File: config.mk
export PLATFORM = sky130hd
export DESIGN_NAME = writeback_scheduler
export DESIGN_NICKNAME = d
export VERILOG_FILES = /design/src/rtl/writeback_scheduler.sv
export SDC_FILE = /design/constraint.sdc
export NUM_CORES = 1
export LEC_CHECK = 0
export BUFFER_PORTS_ARGS = -buffer_cell sky130_fd_sc_hd__buf_4
export CORE_MARGIN = 4
export CORE_UTILIZATION = 40
export DETAILED_ROUTE_END_ITERATION = 16
export PLACE_DENSITY_LB_ADDON = 0.08
export SLEW_MARGIN = 25
export SYNTH_ARGS = -nofsm -noshare
export SYNTH_HDL_FRONTEND = slang
export SYNTH_SLANG_ARGS = --single-unit
File: constraint.sdc
create_clock -name clock -period 2.55 [get_ports clock]
set_input_delay 0.1275 -clock clock [delete_from_list [all_inputs] [get_ports clock]]
set_output_delay 0.1275 -clock clock [all_outputs]
set_load 0.05 [all_outputs]
File: src/rtl/writeback_scheduler.sv
// rtl/writeback_scheduler.sv - writeback mux sequencing controller
// Captures one request, waits on IO or data memory when needed, then issues a single register write.
module writeback_scheduler #(
  parameter int MEM_LATENCY = 1
) (
  input  logic       clock,
  input  logic       reset,
  input  logic       op_valid,
  input  logic [2:0] op_sel,
  input  logic       op_wen,
  input  logic [4:0] op_dest,
  input  logic       io_valid,
  output logic       op_ready,
  output logic [2:0] regdatain,
  output logic       reg_write,
  output logic [4:0] reg_waddr,
  output logic       io_ack,
  output logic       stall,
  output logic       op_done,
  output logic       illegal
);

  typedef enum logic [1:0] {
    IDLE     = 2'd0,
    WAIT_IO  = 2'd1,
    WAIT_MEM = 2'd2,
    WRITE    = 2'd3
  } state_t;

  localparam logic [3:0] MEM_LOAD = 4'(MEM_LATENCY - 1);

  state_t     state;
  logic [3:0] mem_cnt;
  logic       wen_q;
  logic       sel_legal;

  always_ff @(posedge clock) begin
    if (reset) begin
      state     <= IDLE;
      mem_cnt   <= 4'd0;
      wen_q     <= 1'b0;
      regdatain <= 3'd0;
      reg_waddr <= 5'd0;
    end else begin
      case (state)
        IDLE: begin
          if (op_valid) begin
            regdatain <= op_sel;
            reg_waddr <= op_dest;
            wen_q     <= op_wen;
            // Only requests that really write need to wait for their slow source.
            if (op_wen && op_sel == 3'b000) begin
              state <= WAIT_IO;
            end else if (op_wen && op_sel == 3'b011) begin
              state   <= WAIT_MEM;
              mem_cnt <= MEM_LOAD;
            end else begin
              state <= WRITE;
            end
          end
        end
        WAIT_IO: begin
          if (io_valid) state <= WRITE;
        end
        WAIT_MEM: begin
          if (mem_cnt == 4'd0) state <= WRITE;
          else mem_cnt <= mem_cnt - 4'd1;
        end
        default: state <= IDLE;
      endcase
    end
  end

  assign sel_legal = !(regdatain[2] && regdatain[1]);
  assign op_ready  = (state == IDLE);
  assign stall     = (state != IDLE);
  assign op_done   = (state == WRITE);
  assign illegal   = (state == WRITE) && !sel_legal;
  assign reg_write = (state == WRITE) && wen_q && sel_legal && (reg_waddr != 5'd0);
  // The only combinational path from an input: IO data is consumed in the cycle it appears.
  assign io_ack    = (state == WAIT_IO) && io_valid;

endmodule

* Word-level counts from Yosys, hierarchy flattened
Index checks and enable logic that the tools add are counted.
** Operators by class
- $add $sub $neg :: 1
- Equal/unequal tests :: 10
- Multiplexer cells :: 11
- Reductions and logical operators :: 18
** Operators by type and width (number)
- $mux W4 :: 4
- $ne A2 B2 Y1 const B :: 5
- $logic_and A1 B1 Y1 :: 8
- $mux W2 :: 4
- $pmux W4 S2 :: 1
- $pmux W2 S3 :: 1
- $reduce_and A5 Y1 :: 1
- $reduce_bool A5 Y1 :: 1
- $eq A2 B2 Y1 const B :: 2
- $logic_not A4 Y1 :: 1
- $reduce_bool A2 Y1 :: 2
- $sub A4 B1 Y4 const B :: 1
- $eq A3 B2 Y1 const B :: 1
- $logic_not A3 Y1 :: 1
- $reduce_and A3 Y1 :: 1
- $eq A2 B1 Y1 const B :: 1
- $logic_not A2 Y1 :: 1
- $ne A2 B1 Y1 const B :: 1
- $reduce_and A2 Y1 :: 1
- $logic_not A1 Y1 :: 1
- $mux W1 :: 1
** Storage, ports and cells
- Flip-flop bits (word level) :: 15
- Output and inout port bits :: 14
- Word-level logic and storage cells :: 45

* Depth between registers and ports, before layout
- Depth after elaboration :: 6
- Depth in mapped cells :: 8
- Depth with buffers taken out :: 6

* Worst setup path before layout
OpenSTA, ideal clock, no wires.
- Path type :: register -> register
- From :: reg state[0]
- To :: reg mem_cnt[2]
- Setup time :: 0.071 ns
- Arrival time :: 2.275 ns
- Slack :: 0.204 ns
- Cell stages (with the launch flop) :: 8
- Buffers on the path :: 1
- Period minus slack after synthesis :: 2.346 ns
- Cells stage by stage :: dfxtp_1 -> inv_1 -> ha_1 -> clkbuf_1 -> inv_1 -> o2111ai_1 -> or3b_2 -> a21oi_1
** On the way
- Cells in the longest elaborated chain, start to end :: 3
- Elaborated cells between the ends (all ways) :: 9
- Classes of those cells :: 5 x eq/ne; 1 x mux; 3 x reduce/logical
** Ends and longest elaborated chain
- from (decl) :: RTL line 32 : state_t state;
- from (signal assigned) :: RTL line 39 : state <= IDLE;
- from (signal assigned) :: RTL line 53 : state <= WAIT_IO;
- from (signal assigned) :: RTL line 55 : state <= WAIT_MEM;
- $logic_not A2 Y1 *
- net op_ready :: RTL line 13 : output logic op_ready,
- $ne A2 B1 Y1 (no line) (tied with other cells)
- $reduce_and A5 Y1 (no line)
- to (signal assigned) :: RTL line 67 : else mem_cnt <= mem_cnt - 4'd1;
- to (decl) :: RTL line 33 : logic [3:0] mem_cnt;
The timed path passes the listed nets; every way through them passes the cells marked *.
A chain may end at the register's enable or synchronous reset.

* Final worst setup path
- From :: reg mem_cnt[0]
- To :: reg state[0]
** On the way
- Cells in the longest elaborated chain, start to end :: 3
** Ends and longest elaborated chain
- $logic_not A4 Y1 :: RTL line 66 : if (mem_cnt == 4'd0) state <= WRITE;
- $ne A2 B2 Y1 (no line)
- $reduce_and A3 Y1 (no line)
- to (signal assigned) :: RTL line 63 : if (io_valid) state <= WRITE;
- to (signal assigned) :: RTL line 66
- to (signal assigned) :: RTL line 69 : default: state <= IDLE;
Every way passes these cells.

==> qor.yml <==
status: "finished clean"
io_buffer_count: 26
ys_types: 29
finalHoldViolCount: 0
synth-simple-area-share_pct: 26.3
irDropWorstVdd_mv: 0.566
initial_utilization_pct: 44.1
grt_pass1_wl_um: 2920
worstRegToRegCells: 6
die_area_mm2: 0.00279
seqPwrFrac_pct: 30.2
synthAdderAreaFrac_pct: 10.9
layout_commonest_cell: "buf_4"
yosys_warnings: 0
drc: 0
antenna_cells: 0
min_path_cells: 3
cp.required_ns: 2.78
synth-edff-count: 0
die_x_um: 52.8
synth_compound_area_share_pct: 19.9
synth_top_area_share_pct: 37.4
muxShareOfSynthArea_pct: 1.25
routed_wl_um: 1790
synth_area_leaders: "dfxtp_1, ha_1, nand2_1"
clock_latency_ns: 0.28
postCtsSetupRepairBufs: 0
post-route-min-period_ns: 1.89
gr-total-overflow: 0
clkPwrFrac_pct: 13.4
synth_xor_area_share_pct: 0
nFillCells: 175
postSynthCellCount: 100
synth.avg_cell_area_um2: 8.03
clkSinkCount: 15
cts_hold_buf: 0
syn_nets: 120
critPathMaxFanout: 4
fin_crit_sh_pct: 74.0
yosys.area.top_type: "dfxtp_1"
syn_to_final_growth_pct: 30.2
cts_htree_levels: 1
max_freq_ghz: 0.530
cts_tree: "yes"
path_buf_inv: 1
end_kind: "register"
pwr-share-comb_pct: 56.5
clock_skew_ns: 0.00711
vias_per_cell: 4.87
slew-limit-headroom_pct: 75.6
path_cells: "inv_1 -> ha_1 -> or3b_4 -> a221o_1 -> or3b_1 -> a21oi_2"
power_mw: 1.03
dpl_worst_slack_ns: 0.674
netlist_area_um2: 803
rsz0062_at_grt: "false"
path_class: "reg -> reg"
cp.arrival_ns: 2.12
slew_violations: 0
die_h_um: 52.8
numCtsBuffers: 3
worst_slack_ns: 0.662
p_switching_mw: 0.497
setup-violations-final: 0
grt_pass1_vias: 672
powerDensity_mw_per_mm2: 982
synth_top_family_by_area: "simple AND/OR/NAND/NOR gates"
maxCapViolCount: 0
postRouteAntennaNets: 0
whs_ns: 0.0781
ys_ff_latch: 15
cts_resized: 0
tightest_slew_ns: 0.367
setup_tns_ns: 0
grt_usage_pct: 14.0
worst_path_dominant_cell_family: "simple AND/OR/NAND/NOR gates"
switching_share_pct: 48.4
rows: 15
max-clock-path-buffers: 2
coreArea_mm2: 0.00182
ys_seq_area_share_pct: 37.4
wire_per_inst_um: 11.8
synth_ff_type: "dfxtp_1"
drtPass1Iterations: 3
hold_class: "in -> reg"
cp-start-kind: "register"
fin_nets: 148
layout-drive-gt1-share_pct: 26.8
cp_slowest_cell: "or3b_4"
slowest_delay_ns: 0.39
antenna_found_initial: 0
synthArstFlopShare_pct: 0
grt_max_degree: 17
p_int_mw: 0.530
dp_hpwl_um: 1340
gp_congestion: 0.805
boundaryPins: 27
path_clk_slew_ns: 0.10
num_vias: 740
power_leakage_nw: 0.465
mostFrequentLayoutCells: "buf_4, nand2_1, a21oi_1"
path_depth: 6
drtIter0Drc: 12
cts-root-buf: "clkbuf_4"
-- area by class of cell --
class                           count  area, um^2  share of cell area [%]
Sequential cell                    15         300                    28.7
Multi-Input combinational cell     76         469                    44.9
Clock inverter                      1        5.00                   0.478
Timing Repair Buffer               26         195                    18.7
Inverter                            6        22.5                    2.15
Tap cell                           25        31.3                    2.99
Clock buffer                        3        22.5                    2.15
-- registers in the layout, indices dropped and copies added, names as in the netlist --
register,cells
regdatain,3
state,2
wen_q,1
reg_waddr,5
mem_cnt,4
-- worst reg2reg max path: cells and delay by family (launching register included) --
| family | cells | cell delay [ns] |
|---|---|---|
| buf+inv | 1 | 0.10 |
| flops | 1 | 0.34 |
| compound gates | 2 | 0.49 |
| simple gates | 2 | 0.77 |
| fa+ha+maj | 1 | 0.14 |
-- path summary, 6_finish.rpt --
path	startpoint	endpoint	slack, ns
min reg2reg	reg_waddr[0]	reg_waddr[0]	0.47
min	op_dest[0]	reg_waddr[0]	0.08
max	mem_cnt[0]	state[0]	0.66
max reg2reg	mem_cnt[0]	state[0]	0.66
-- per-stage QoR --
step,instance area [um^2],utilization (%),cells
finish,1050,57.5,152
global route,1050,57.5,152
CTS,1050,57.5,152
detailed placement,1020,55.9,148
global placement,1020,55.9,148
floorplan,803,-,100
-- cells by family after synthesis --
kind of cell / after synthesis
AND/OR/NAND/NOR: 41
AO/OA/AOI/OAI: 27
flip-flops: 15
buffers and inverters: 9
adder cells (fa/ha/maj): 7
multiplexers: 1
-- synthesized netlist by cell type (2+ instances only) --
library cell and number:
o21ai_0 3, or3_1 2, o31ai_1 2, inv_1 6
clkbuf_1 3, ha_1 7, nor2_1 2, and2_1 2
nand2_1 22, nor2b_1 2, a21oi_1 16, dfxtp_1 15
nand2b_1 2
-- power by group through the flow --
| stage | Combinational, mW | Clock, mW | Sequential (mW) |
|---|---|---|---|
| 2_1_floorplan | 0.372 | 0 | 0.380 |
| 3_3_place_gp | 0.582 | 0 | 0.312 |
| 3_5_place_dp | 0.583 | 0 | 0.316 |
| 4_1_cts | 0.585 | 0.143 | 0.311 |
| 5_1_grt | 0.633 | 0.155 | 0.317 |
| 6_report | 0.580 | 0.137 | 0.310 |
-- metal layers --
metal  vias to the layer above  track usage (%)  share of wire [%]
met5                         -                0                  0
met4                         0             5.11               0.78
met3                         2             3.70                5.8
met2                        17             21.5                 45
met1                       324             18.7                 48
li1                        397                -                  -
Power figures use the tool's default switching activity.
